--- src/rtl/data_mem_arbiter_if.sv ---
// data_mem_arbiter_if: one requester's access channel into data_mem_arbiter.
// The master modport is the requester side; the slave modport is the arbiter side.
interface data_mem_arbiter_if #(
    parameter int ADDR_W = 5,
    parameter int DATA_W = 32
) ();
    logic              req;
    logic              we;
    logic [ADDR_W-1:0] addr;
    logic [DATA_W-1:0] wdata;
    logic              gnt;
    logic              done;
    logic [DATA_W-1:0] rdata;

    modport master (output req, we, addr, wdata, input gnt, done, rdata);
    modport slave  (input req, we, addr, wdata, output gnt, done, rdata);
endinterface

--- src/rtl/data_mem_arbiter.sv ---
// data_mem_arbiter: shares one single-port data memory between the CPU and DBG requesters.
// Define ARB_ROUND_ROBIN_EN for round-robin tie-break; the default build uses fixed CPU priority.
module data_mem_arbiter #(
    parameter int ADDR_W  = 5,
    parameter int DATA_W  = 32,
    parameter int MEM_LAT = 2
) (
    input  logic              clk,
    input  logic              rst,
    data_mem_arbiter_if.slave cpu,
    data_mem_arbiter_if.slave dbg,
    output logic [ADDR_W-1:0] mem_addr,
    output logic [DATA_W-1:0] mem_wdata,
    input  logic [DATA_W-1:0] mem_rdata,
    output logic              mem_wr,
    output logic              mem_on,
    output logic              busy
);
    localparam int CNT_W = 4;
    localparam logic [CNT_W-1:0] CNT_LOAD = CNT_W'(MEM_LAT - 1);
    localparam logic OWN_CPU = 1'b0;
    localparam logic OWN_DBG = 1'b1;

    typedef enum logic [1:0] {
        ST_IDLE   = 2'd0,
        ST_ACCESS = 2'd1,
        ST_DONE   = 2'd2
    } state_t;

    state_t            state_r, state_s;
    logic [CNT_W-1:0]  cnt_r, cnt_s;
    logic              owner_r, owner_s;
    logic              we_r, we_s;
    logic [ADDR_W-1:0] addr_r, addr_s;
    logic [DATA_W-1:0] wdata_r, wdata_s;
    logic              cpu_gnt_r, cpu_gnt_s, dbg_gnt_r, dbg_gnt_s;
    logic              cpu_done_r, cpu_done_s, dbg_done_r, dbg_done_s;
    logic [DATA_W-1:0] cpu_rdata_r, cpu_rdata_s, dbg_rdata_r, dbg_rdata_s;
    logic              mem_on_r, mem_on_s, mem_wr_r, mem_wr_s, busy_r, busy_s;
    logic              pick_dbg_s;

    // Winner selection among the currently raised requests
    always_comb begin
        pick_dbg_s = 1'b0;
        if (cpu.req && dbg.req) begin
`ifdef ARB_ROUND_ROBIN_EN
            pick_dbg_s = (owner_r == OWN_CPU);
`else
            pick_dbg_s = 1'b0;
`endif
        end else begin
            pick_dbg_s = dbg.req;
        end
    end

    // Next-state and next-output logic of the access sequencer
    always_comb begin
        state_s     = state_r;
        cnt_s       = cnt_r;
        owner_s     = owner_r;
        we_s        = we_r;
        addr_s      = addr_r;
        wdata_s     = wdata_r;
        cpu_gnt_s   = 1'b0;
        dbg_gnt_s   = 1'b0;
        cpu_done_s  = 1'b0;
        dbg_done_s  = 1'b0;
        cpu_rdata_s = cpu_rdata_r;
        dbg_rdata_s = dbg_rdata_r;
        mem_on_s    = 1'b0;
        mem_wr_s    = 1'b0;
        case (state_r)
            ST_IDLE: begin
                if (cpu.req || dbg.req) begin
                    owner_s = pick_dbg_s ? OWN_DBG : OWN_CPU;
                    we_s    = pick_dbg_s ? dbg.we : cpu.we;
                    addr_s  = pick_dbg_s ? dbg.addr : cpu.addr;
                    wdata_s = pick_dbg_s ? dbg.wdata : cpu.wdata;
                    cpu_gnt_s = ~pick_dbg_s;
                    dbg_gnt_s = pick_dbg_s;
                    cnt_s     = CNT_LOAD;
                    state_s   = ST_ACCESS;
                    mem_on_s  = 1'b1;
                    mem_wr_s  = we_s;
                end else begin
                    state_s = ST_IDLE;
                end
            end
            ST_ACCESS: begin
                if (cnt_r == {CNT_W{1'b0}}) begin
                    state_s    = ST_DONE;
                    cpu_done_s = (owner_r == OWN_CPU);
                    dbg_done_s = (owner_r == OWN_DBG);
                    // Read data is captured on the edge that ends the access
                    if (!we_r && owner_r == OWN_CPU) begin
                        cpu_rdata_s = mem_rdata;
                    end else if (!we_r) begin
                        dbg_rdata_s = mem_rdata;
                    end else begin
                        cpu_rdata_s = cpu_rdata_r;
                    end
                end else begin
                    cnt_s    = cnt_r - {{(CNT_W-1){1'b0}}, 1'b1};
                    mem_on_s = 1'b1;
                    mem_wr_s = we_r;
                end
            end
            ST_DONE: begin
                state_s = ST_IDLE;
            end
            default: begin
                state_s = ST_IDLE;
            end
        endcase
        busy_s = (state_s != ST_IDLE);
    end

    // State and output registers
    always_ff @(posedge clk) begin
        if (rst) begin
            state_r     <= ST_IDLE;
            cnt_r       <= {CNT_W{1'b0}};
            owner_r     <= OWN_DBG;
            we_r        <= 1'b0;
            addr_r      <= {ADDR_W{1'b0}};
            wdata_r     <= {DATA_W{1'b0}};
            cpu_gnt_r   <= 1'b0;
            dbg_gnt_r   <= 1'b0;
            cpu_done_r  <= 1'b0;
            dbg_done_r  <= 1'b0;
            cpu_rdata_r <= {DATA_W{1'b0}};
            dbg_rdata_r <= {DATA_W{1'b0}};
            mem_on_r    <= 1'b0;
            mem_wr_r    <= 1'b0;
            busy_r      <= 1'b0;
        end else begin
            state_r     <= state_s;
            cnt_r       <= cnt_s;
            owner_r     <= owner_s;
            we_r        <= we_s;
            addr_r      <= addr_s;
            wdata_r     <= wdata_s;
            cpu_gnt_r   <= cpu_gnt_s;
            dbg_gnt_r   <= dbg_gnt_s;
            cpu_done_r  <= cpu_done_s;
            dbg_done_r  <= dbg_done_s;
            cpu_rdata_r <= cpu_rdata_s;
            dbg_rdata_r <= dbg_rdata_s;
            mem_on_r    <= mem_on_s;
            mem_wr_r    <= mem_wr_s;
            busy_r      <= busy_s;
        end
    end

    assign cpu.gnt   = cpu_gnt_r;
    assign cpu.done  = cpu_done_r;
    assign cpu.rdata = cpu_rdata_r;
    assign dbg.gnt   = dbg_gnt_r;
    assign dbg.done  = dbg_done_r;
    assign dbg.rdata = dbg_rdata_r;
    assign mem_addr  = addr_r;
    assign mem_wdata = wdata_r;
    assign mem_wr    = mem_wr_r;
    assign mem_on    = mem_on_r;
    assign busy      = busy_r;
endmodule
--- src/flat_wrapper.sv ---
// flat-port wrapper written by rule: the top's interface ports become plain ports
module data_mem_arbiter_flat 
#(
    parameter int ADDR_W  = 5,
    parameter int DATA_W  = 32,
    parameter int MEM_LAT = 2
)
  (clk, rst, mem_addr, mem_wdata, mem_rdata, mem_wr, mem_on, busy, cpu_req, cpu_we, cpu_addr, cpu_wdata, cpu_gnt, cpu_done, cpu_rdata, dbg_req, dbg_we, dbg_addr, dbg_wdata, dbg_gnt, dbg_done, dbg_rdata);
  data_mem_arbiter_if #(.ADDR_W(ADDR_W), .DATA_W(DATA_W)) cpu_i ();
  data_mem_arbiter_if #(.ADDR_W(ADDR_W), .DATA_W(DATA_W)) dbg_i ();
  input  logic clk;
  input  logic rst;
  output logic [ADDR_W-1:0] mem_addr;
  output logic [DATA_W-1:0] mem_wdata;
  input  logic [DATA_W-1:0] mem_rdata;
  output logic mem_wr;
  output logic mem_on;
  output logic busy;
  input wire logic [$bits(cpu_i.req)-1:0] cpu_req;
  input wire logic [$bits(cpu_i.we)-1:0] cpu_we;
  input wire logic [$bits(cpu_i.addr)-1:0] cpu_addr;
  input wire logic [$bits(cpu_i.wdata)-1:0] cpu_wdata;
  output wire logic [$bits(cpu_i.gnt)-1:0] cpu_gnt;
  output wire logic [$bits(cpu_i.done)-1:0] cpu_done;
  output wire logic [$bits(cpu_i.rdata)-1:0] cpu_rdata;
  input wire logic [$bits(dbg_i.req)-1:0] dbg_req;
  input wire logic [$bits(dbg_i.we)-1:0] dbg_we;
  input wire logic [$bits(dbg_i.addr)-1:0] dbg_addr;
  input wire logic [$bits(dbg_i.wdata)-1:0] dbg_wdata;
  output wire logic [$bits(dbg_i.gnt)-1:0] dbg_gnt;
  output wire logic [$bits(dbg_i.done)-1:0] dbg_done;
  output wire logic [$bits(dbg_i.rdata)-1:0] dbg_rdata;
  assign cpu_i.req = cpu_req;
  assign cpu_i.we = cpu_we;
  assign cpu_i.addr = cpu_addr;
  assign cpu_i.wdata = cpu_wdata;
  assign cpu_gnt = cpu_i.gnt;
  assign cpu_done = cpu_i.done;
  assign cpu_rdata = cpu_i.rdata;
  assign dbg_i.req = dbg_req;
  assign dbg_i.we = dbg_we;
  assign dbg_i.addr = dbg_addr;
  assign dbg_i.wdata = dbg_wdata;
  assign dbg_gnt = dbg_i.gnt;
  assign dbg_done = dbg_i.done;
  assign dbg_rdata = dbg_i.rdata;
  data_mem_arbiter #(.ADDR_W(ADDR_W), .DATA_W(DATA_W), .MEM_LAT(MEM_LAT)) u_core (.clk(clk), .rst(rst), .cpu(cpu_i), .dbg(dbg_i), .mem_addr(mem_addr), .mem_wdata(mem_wdata), .mem_rdata(mem_rdata), .mem_wr(mem_wr), .mem_on(mem_on), .busy(busy));
endmodule
--- config.mk ---
export PLATFORM = sky130hd
export DESIGN_NAME = data_mem_arbiter_flat
export DESIGN_NICKNAME = d
export VERILOG_FILES = /design/src/rtl/data_mem_arbiter_if.sv /design/src/rtl/data_mem_arbiter.sv /design/src/flat_wrapper.sv
export SDC_FILE = /design/constraint.sdc
export NUM_CORES = 1
export LEC_CHECK = 0
export CAP_MARGIN = 0
export CELL_PAD_IN_SITES_DETAIL_PLACEMENT = 0
export CELL_PAD_IN_SITES_GLOBAL_PLACEMENT = 1
export CORE_MARGIN = 1.5
export CORE_UTILIZATION = 30
export CTS_CLUSTER_DIAMETER = 150
export DETAILED_ROUTE_END_ITERATION = 7
export PLACE_DENSITY_LB_ADDON = 0.1
export SYNTH_ARGS = -nofsm -noshare
export SYNTH_HDL_FRONTEND = slang
export SYNTH_SLANG_ARGS = --single-unit
--- constraint.sdc ---
create_clock -name clk -period 2.8 [get_ports clk]
set_clock_uncertainty 0.15 [all_clocks]
set_input_delay 0.56 -clock clk [delete_from_list [all_inputs] [get_ports clk]]
set_output_delay 0.56 -clock clk [all_outputs]
set_load 0.02 [all_outputs]
* Word-level counts from Yosys, hierarchy flattened
Index checks and enable logic that the tools add are counted.
Operators by class: equal/unequal tests 3, bitwise operators 8, muxes and demuxes 17, add/sub/neg operators 1, reductions and logical operators 14
Operator list (number):
- two-way mux 32 bit | 1
- two-way mux 1 bit | 8
- two-way mux 4 bit | 2
- NOT 1 bit | 8
- case mux 4 bit (2 select lines) | 1
- AND reduction 3 bit | 2
- OR reduction 3 bit | 2
- two-way mux 5 bit | 1
- zero test 4 bit | 1
- case mux 1 bit (2 select lines) | 2
- case mux 2 bit (2 select lines) | 1
- AND reduction 4 bit | 1
- nonzero test 2 bit | 2
- subtractor 4 x 1 -> 4 bit (second input constant) | 1
- == test 2 x 1 -> 1 bit (second input constant) | 1
- logical AND 1 bit | 2
- zero test 2 bit | 1
- two-way mux 2 bit | 1
- != test 2 x 1 -> 1 bit (second input constant) | 1
- != test 2 bit (second input constant) | 1
- AND reduction 2 bit | 1
- zero test 1 bit | 1
- logical OR 1 bit | 1
Storage, ports and cells: register bits 116, input bits 112, word-level logic and storage cells 58, output and inout bits 108

* Depth between registers and ports, before layout
Gate-level depths: netlist of run 1.
depth after elaboration 5, mapped depth 8, gate-level depth less buffers 5

* Least setup slack after synthesis of run 1
Ideal clock, no wire load.
path kind register to register, start point register u_core.cnt_r[0], end point register u_core.dbg_rdata_r[10], in the netlist u_core.dbg.rdata[10], path buffers 3, slack 0.670 ns, data required time 2.530 ns, stages on the path, launching flop included 9, clock period less this slack 2.130 ns, arrival 1.860 ns, library setup time 0.120 ns, path through dfxtp_1 -> inv_1 -> ha_1 -> or3b_1 -> buf_6 -> or4_4 -> buf_6 -> buf_6 -> mux2i_1
On the way: cells in the longest elaborated chain, start to end 2
RTL lines:
- start, declared | RTL line data_mem_arbiter.sv:31 | logic [CNT_W-1:0] cnt_r, cnt_s;
- start signal, assigned | RTL line data_mem_arbiter.sv:122 | cnt_r <= {CNT_W{1'b0}};
- start signal, assigned | RTL line data_mem_arbiter.sv:138 | cnt_r <= cnt_s;
- zero test 4 bit | RTL line data_mem_arbiter.sv:90 | if (cnt_r == {CNT_W{1'b0}}) begin
- AND reduction 4 bit (no source line)
- end signal, assigned | RTL line data_mem_arbiter.sv:132 | dbg_rdata_r <= {DATA_W{1'b0}};
- end signal, assigned | RTL line data_mem_arbiter.sv:148 | dbg_rdata_r <= dbg_rdata_s;
- end, declared | RTL line data_mem_arbiter.sv:38 | logic [DATA_W-1:0] cpu_rdata_r, cpu_rdata_s, dbg_rdata_r, dbg_rdata_s;
No other way between the ends. A chain may end at the register's enable or synchronous reset.

* Final worst setup path of run 1
start point register u_core.cnt_r[0], end point register u_core.cpu_rdata_r[28], in the netlist u_core.cpu.rdata[28]
On the way: cells in the longest elaborated chain, start to end 2
RTL lines:
- zero test 4 bit | RTL line data_mem_arbiter.sv:90
- AND reduction 3 bit (no source line)
- end signal, assigned | RTL line data_mem_arbiter.sv:131 | cpu_rdata_r <= {DATA_W{1'b0}};
- end signal, assigned | RTL line data_mem_arbiter.sv:147 | cpu_rdata_r <= cpu_rdata_s;
- end, declared | RTL line data_mem_arbiter.sv:38
No other way between the ends.

==> results.txt, run 1 <==
----------------------------------------------------
[Floorplanning]
  Height of the die ... 128 um
  I/O Pins ... 220
  Starting Density ... 30.6%
  Die outline area ... 16300 um^2
  Width of the die ... 128 um
  Std-Cell Core Area ... 15200 um^2
  Std-Cell Rows ... 45

[Yosys]
  Syn. warnings ... 0
  Synth Register Bits ... 116
  Seq/Total Area, Yosys ... 49.9%
  Synthesized area divided by synthesized cell count ... 10.8 um^2
  Post-Syn Area ... 4660 um^2
  Gate count of the mapped netlist ... 433
  Number of distinct library cells after synthesis ... 34
  Syn Nets ... 547

[Timing]
  Max-slew violations ... 0
  Slew margin rel. ... 46.5%
  Slew at the pin closest to its max-slew limit ... 0.803 ns
  Tmin final ... 2.35 ns
  Setup repair after global routing missed its margin ... no
  Final setup violation count ... 0
  Highest clock rate ... 425 MHz
  Share of the cycle needed by the critical path after routing ... 84.0%
  Sum of negative setup slack ... 0 ns
  Hold Violations, Final ... 0

[Clock network]
  Clock tree from TritonCTS ... yes
  Register clock-pin slew on the reported worst setup and hold paths ... 0.05 ns
  Root buf cell ... sky130_fd_sc_hd__clkbuf_16
  Number of clock sinks seen by CTS ... 116
  Total clock buffers created by CTS ... 17
  Number of H-tree branching levels ... 4
  Post-cts gate resize count ... 0
  Maximum buffer depth of the clock tree ... 2
  Post-CTS Setup Bufs ... 0
  Hold buffer count at CTS ... 0
  Insertion delay of the later-clocked pin in the worst-skew pair ... 0.41 ns

[Route]
  Initial drt markers ... 143
  Routed via count divided by cell count ... 4.68
  Drt pass-1 iters ... 4
  DRC violations left ... 0
  Total detailed-routing wirelength ... 12800 um
  Routed wire per std cell ... 15.2 um
  Antenna-violating nets left ... 0
  Total via count after detailed routing ... 3937

[Global route]
  Antenna violations before repair ... 0
  Wire length of the first global-routing pass ... 20100 um
  Global Route Usage Sum ... 16.0%
  Maximum number of pins on one net before global-route repair ... 108
  Number of global-route vias before repair ... 3939
  Total overflow reported by the global router ... 0

[Placement]
  Buffers on Ports ... 219
  Placement-stage cell area ... 6990 um^2
  HPWL after detailed placement ... 8880 um
  Gp weighted congestion ... 0.737

[Outcome]
  Run status ... finished, final reports clean

[Worst setup path]
  Arr. time, crit path ... 2.48 ns
  Largest delay share family, worst path ... simple AND/OR/NAND/NOR gates
  Category of the worst setup path launch point ... flip-flop
  Bufs and invs on worst path ... 2
  Required arrival time at the worst endpoint ... 2.93 ns
  Worst setup path category ... flip-flop to flip-flop
  Cell at the slowest stage of the critical path ... sky130_fd_sc_hd__or4_1
  Delay of the slowest critical-path stage ... 0.53 ns
  Type of destination of the critical path ... flip-flop
  Reg2reg start ... u_core.cnt_r[0]$_SDFFE_PP0P_
  Max Fanout on Critical Path ... 20
  Flop-to-flop setup slack ... 0.45 ns
  Worst setup path startpoint ... u_core.cnt_r[0]$_SDFFE_PP0P_
  Ordered list of cells on the worst path ... inv_1, ha_1, or3b_1, or4_1, buf_4, mux2i_1

[Final layout]
  Number of filler instances in the final layout ... 1409
  Layout cell share with drive strength beyond 1 ... 6.42%
  Count of inserted antenna diode cells ... 0
  P&R area growth vs syn ... 61.6%
  Number of nets in the final layout ... 757
  Post-route cell area ... 7520 um^2

[Power and ir drop]
  Power density over the cells ... 624 nW/um^2
  Share of power burned in registers ... 39.4%
  Share of total power consumed by net switching ... 25.4%
  Worst IR Drop VDD ... 0.464 mV
  Clk network pwr share ... 41.2%
  Combinational group share of total power ... 19.4%
  Switching power ... 1190 uW
  Int Power ... 3500 uW
  Lkg Pwr ... 0.00296 uW

[Hold path]
  Type of the most critical hold path ... flip-flop to flip-flop
  Hold wc startpoint ... u_core.dbg.rdata[23]$_SDFFE_PP0P_

[Flow run]
  Number of maximum-capacitance violations ... 0

----------------------------------------------------
-- registers in the layout, summed over array words and instances (netlist names), 2 cells and up --
signal,count
u_core.state_r,2
u_core.dbg.rdata,32
u_core.cpu.rdata,32
u_core.mem_addr,5
u_core.mem_wdata,32
u_core.cnt_r,4
-- logic make-up after synthesis --
kind of cell               after synthesis  synth area share [%]
AOI/OAI and AO/OA                       55                  10.3
adders and majority gates                2                 0.537
DFF                                    116                  49.9
muxes                                   64                  13.8
buffers and inverters                   39                  4.11
and+or+nand+nor                        157                  21.4
-- power groups by stage --
| stage | logic (uW) | registers [uW] | clock network, uW |
|---|---|---|---|
| floorplan | 324 | 2020 | 0 |
| global placement | 914 | 1880 | 0 |
| detailed placement | 921 | 1880 | 0 |
| CTS | 923 | 1850 | 1990 |
| global route | 977 | 1870 | 2060 |
| finish | 912 | 1850 | 1930 |
-- cell usage after synthesis (all sizes together) --
master	count	area (um^2)
clkbuf	24	90.1
o221ai	1	8.76
inv	4	15.0
mux2i	64	641
nor4	4	31.3
dfxtp	116	2320
o21bai	1	7.51
or3b	1	8.76
and2	37	231
nor2b	1	6.26
or3	2	12.5
nor4b	2	17.5
or4	4	33.8
nor2	1	3.75
a221o	37	370
nor3	1	5.00
nand3b	1	7.51
a31oi	1	6.26
nand2b	97	607
nor3b	1	7.51
nand3	1	5.00
or2	2	12.5
a21o	1	7.51
ha	2	25.0
a31o	1	8.76
a21oi	9	45.0
nand2	2	7.51
buf	11	86.3
o21ba	1	10.0
o21ai	3	15.0
-- per-stage QoR --
stage	total power, uW	worst slack (ns)	hold slack [ns]	util, %	std cells
after floorplan	2340	0.670	0.306	-	433
after global placement	2790	0.526	0.309	46.0	812
after detailed placement	2800	0.450	0.314	46.0	812
after CTS	4770	0.440	0.322	49.5	842
after global routing	4900	0.337	0.339	49.5	842
final	4700	0.448	0.318	49.5	842
-- worst min-delay path: stages (launching register included) --
cell and delay (ns):
sky130_fd_sc_hd__dfxtp_1 0.30, sky130_fd_sc_hd__nand2b_1 0.06, sky130_fd_sc_hd__mux2i_1 0.06
-- per-layer routing --
metal	global-route usage [%]	part of all wire, %
met1	18.5	43
met4	6.87	1.7
met3	8.25	10
met5	0	0
met2	24.9	45
-- cells in the final DEF, fill, tap and decap left out, types with 2 or more instances in the layout --
cell type	synthesis	layout
sky130_fd_sc_hd__or4_1	3	3
sky130_fd_sc_hd__buf_4	0	6
sky130_fd_sc_hd__mux2i_1	64	64
sky130_fd_sc_hd__nand2_1	2	2
sky130_fd_sc_hd__a21oi_1	9	9
sky130_fd_sc_hd__nor4_1	3	2
sky130_fd_sc_hd__and2_1	37	37
sky130_fd_sc_hd__or3_1	2	2
sky130_fd_sc_hd__nor4b_2	0	2
sky130_fd_sc_hd__clkbuf_8	0	5
sky130_fd_sc_hd__ha_1	2	2
sky130_fd_sc_hd__clkinv_2	0	5
sky130_fd_sc_hd__inv_1	4	4
sky130_fd_sc_hd__a221o_1	37	37
sky130_fd_sc_hd__o21ai_0	3	3
sky130_fd_sc_hd__clkbuf_1	24	3
sky130_fd_sc_hd__clkdlybuf4s50_1	0	218
sky130_fd_sc_hd__dfxtp_1	116	116
sky130_fd_sc_hd__nand2b_1	97	97
sky130_fd_sc_hd__clkbuf_16	0	17
-- cell type report --
type                    count  area, um^2  area share (%)
clock buffers              25         505            6.72
clock inverters             5        25.0           0.333
inverters                   4        15.0           0.200
multi-input cells         278        2170            28.8
flip-flops and latches    116        2320            30.9
well taps                 188         235            3.13
repair buffers            226        2250            29.9
-- final timing paths --
kind,endpoint,depth (start not counted)
setup / recovery,u_core.cpu.rdata[28]$_SDFFE_PP0P_,6
setup reg to reg,u_core.cpu.rdata[28]$_SDFFE_PP0P_,6
hold / removal,u_core.dbg.rdata[23]$_SDFFE_PP0P_,2
hold reg to reg,u_core.dbg.rdata[23]$_SDFFE_PP0P_,2
No activity file was read; power rests on OpenSTA's default activity.
==> run 2, diff against run 1 <==
clock period = 2.3 ns   (was 2.8 ns; I/O delays follow)
==> run 2 against run 1 <==
Compared with the run above:
- flip-flop and latch count unchanged
- largest cell class is now non-clock buffers
- maximum frequency increased by 6.9%
- sequential share of layout area decreased by 0.87 points
- global-route usage decreased by 0.21 points
- total power increased by 32%
- hold slack got worse by 0.13 ns
- via count decreased by 0.53%
- critical path type unchanged
- cell count increased by 0.83%
- clock-buffer cell count decreased by 3
- non-clock buffer count increased by 5
- routed wire length increased by 0.15%
==> results.txt, run 2 (synthesized netlist as in run 1, its figures left out) <==
----------------------------------------------------
[Outcome]
  Run status ... finished, final reports clean

[Worst setup path]
  Max Fanout on Critical Path ... 6
  Cell at the slowest stage of the critical path ... sky130_fd_sc_hd__or4_4
  Ordered list of cells on the worst path ... inv_1, ha_1, or3b_4, buf_4, or4_4, mux2i_1
  Delay of the slowest critical-path stage ... 0.63 ns
  Category of the worst setup path launch point ... flip-flop
  Worst setup path category ... flip-flop to flip-flop
  Type of destination of the critical path ... flip-flop
  Required arrival time at the worst endpoint ... 2.47 ns
  Arr. time, crit path ... 2.37 ns

[Power and ir drop]
  Int Power ... 4720 uW
  Switching power ... 1490 uW
  Overall power of the completed layout ... 6210 uW
  Power density over the cells ... 802 nW/um^2
  Share of total power consumed by net switching ... 24.0%
  Share of power burned in registers ... 36.4%
  Worst IR Drop VDD ... 0.532 mV
  Clk network pwr share ... 45.1%
  Lkg Pwr ... 0.00304 uW
  Combinational group share of total power ... 18.5%

[Floorplanning]
  Starting Density ... 30.6%
  Std-Cell Core Area ... 15200 um^2
  Die outline area ... 16300 um^2
  Std-Cell Rows ... 45
  Width of the die ... 128 um
  I/O Pins ... 220
  Height of the die ... 128 um

[Final layout]
  Number of cells in the finished layout apart from fillers ... 849
  Post-route cell area ... 7740 um^2
  P&R area growth vs syn ... 66.3%
  Layout cell share with drive strength beyond 1 ... 8.02%
  Commonest cells after routing, fill and taps aside ... sky130_fd_sc_hd__clkdlybuf4s50_1, sky130_fd_sc_hd__dfxtp_1, sky130_fd_sc_hd__nand2b_1
  Most common cell after layout, fill and taps aside ... sky130_fd_sc_hd__clkdlybuf4s50_1
  Count of inserted antenna diode cells ... 0
  Number of filler instances in the final layout ... 1389
  Number of nets in the final layout ... 763
  Final core utilization ... 50.9%

[Placement]
  HPWL after detailed placement ... 9030 um
  Placement-stage cell area ... 7090 um^2
  Placed cell count ... 817
  Gp weighted congestion ... 0.748
  Buffers on Ports ... 219

[Timing]
  Slew margin rel. ... 66.0%
  Slew at the pin closest to its max-slew limit ... 0.511 ns
  Final setup violation count ... 0
  Share of the cycle needed by the critical path after routing ... 95.7%
  Highest clock rate ... 454 MHz
  Max-slew violations ... 0
  Hold Violations, Final ... 0
  Tmin final ... 2.20 ns
  Sum of negative setup slack ... 0 ns

[Clock network]
  Number of clock sinks seen by CTS ... 116
  Clock tree from TritonCTS ... yes
  Register clock-pin slew on the reported worst setup and hold paths ... 0.05 ns
  Insertion delay of the later-clocked pin in the worst-skew pair ... 0.40 ns
  Maximum buffer depth of the clock tree ... 2
  Root buf cell ... sky130_fd_sc_hd__clkbuf_16
  Post-CTS Setup Bufs ... 0
  Total clock buffers created by CTS ... 17
  Number of H-tree branching levels ... 4

[Flow run]
  Number of maximum-capacitance violations ... 0

[Global route]
  Maximum number of pins on one net before global-route repair ... 68
  Wire length of the first global-routing pass ... 19900 um
  Antenna violations before repair ... 0
  Number of global-route vias before repair ... 4000
  Total overflow reported by the global router ... 0
  Global Route Usage Sum ... 15.8%

[Route]
  Routed wire per std cell ... 15.1 um
  Drt pass-1 iters ... 4
  Total via count after detailed routing ... 3916
  Total detailed-routing wirelength ... 12800 um
  Initial drt markers ... 101
  Routed via count divided by cell count ... 4.61
  DRC violations left ... 0
  Antenna-violating nets left ... 0

[Hold path]
  Type of the most critical hold path ... primary input to flip-flop

----------------------------------------------------
run 2: final timing paths:
check                                           end  slack, ns  depth (start not counted)                              start
setup / recovery   u_core.dbg.rdata[7]$_SDFFE_PP0P_        0.1                          6       u_core.cnt_r[1]$_SDFFE_PP0P_
hold / removal             u_core.we_r$_SDFFE_PP0N_       0.18                          2                                rst
setup reg to reg   u_core.dbg.rdata[7]$_SDFFE_PP0P_        0.1                          6       u_core.cnt_r[1]$_SDFFE_PP0P_
hold reg to reg   u_core.dbg.rdata[15]$_SDFFE_PP0P_       0.32                          2  u_core.dbg.rdata[15]$_SDFFE_PP0P_
run 2: stage by stage:
| stage | setup slack [ns] | hold WS, ns |
|---|---|---|
| floorplan | 0.170 | 0.306 |
| global placement | 0.154 | 0.309 |
| detailed placement | 0.0896 | 0.311 |
| CTS | 0.0758 | 0.167 |
| global route | -0.00479 | 0.189 |
| finish | 0.0990 | 0.184 |
run 2: layer usage:
| metal | track usage, % | vias to the layer above | wire length [um] |
|---|---|---|---|
| met1 | 17.6 | 1811 | 5430 |
| met3 | 8.67 | 6 | 1340 |
| met5 | 0 | - | 0 |
| met2 | 25.9 | 152 | 5960 |
| li1 | - | 1947 | - |
| met4 | 4.96 | 0 | 89 |
run 2: power groups by stage:
stage,Sequential [uW],Clock [uW],Combinational (uW)
after floorplan,2450,0,395
after global placement,2290,0,1140
after detailed placement,2290,0,1150
after CTS,2260,2880,1150
after global routing,2280,2970,1230
final,2260,2800,1150
run 2: area by class of cell:
| class | instances | area, um^2 | share of cell area [%] |
|---|---|---|---|
| Timing Repair Buffer | 231 | 2350 | 30.4 |
| Sequential cell | 116 | 2320 | 30.0 |
| Multi-Input combinational cell | 279 | 2180 | 28.2 |
| Clock buffer | 22 | 484 | 6.25 |
| Tap cell | 188 | 235 | 3.04 |
| Clock inverter | 9 | 150 | 1.94 |
| Inverter | 4 | 15.0 | 0.194 |
run 2: what timing repair did:
action                                  4_1_cts  5_1_grt
resized for setup                             0        3
endpoints found under the hold margin         0        0
endpoints found under the setup margin        0       10
hold buffers                                  0        0
run 2: worst max-delay path: cells and delay by family, from the launching register on:
kind          cells  cell delay (ns)
mux               1             0.21
fa+ha+maj         1             0.15
simple gates      2             1.01
flops             1             0.32
buf+inv           2             0.26
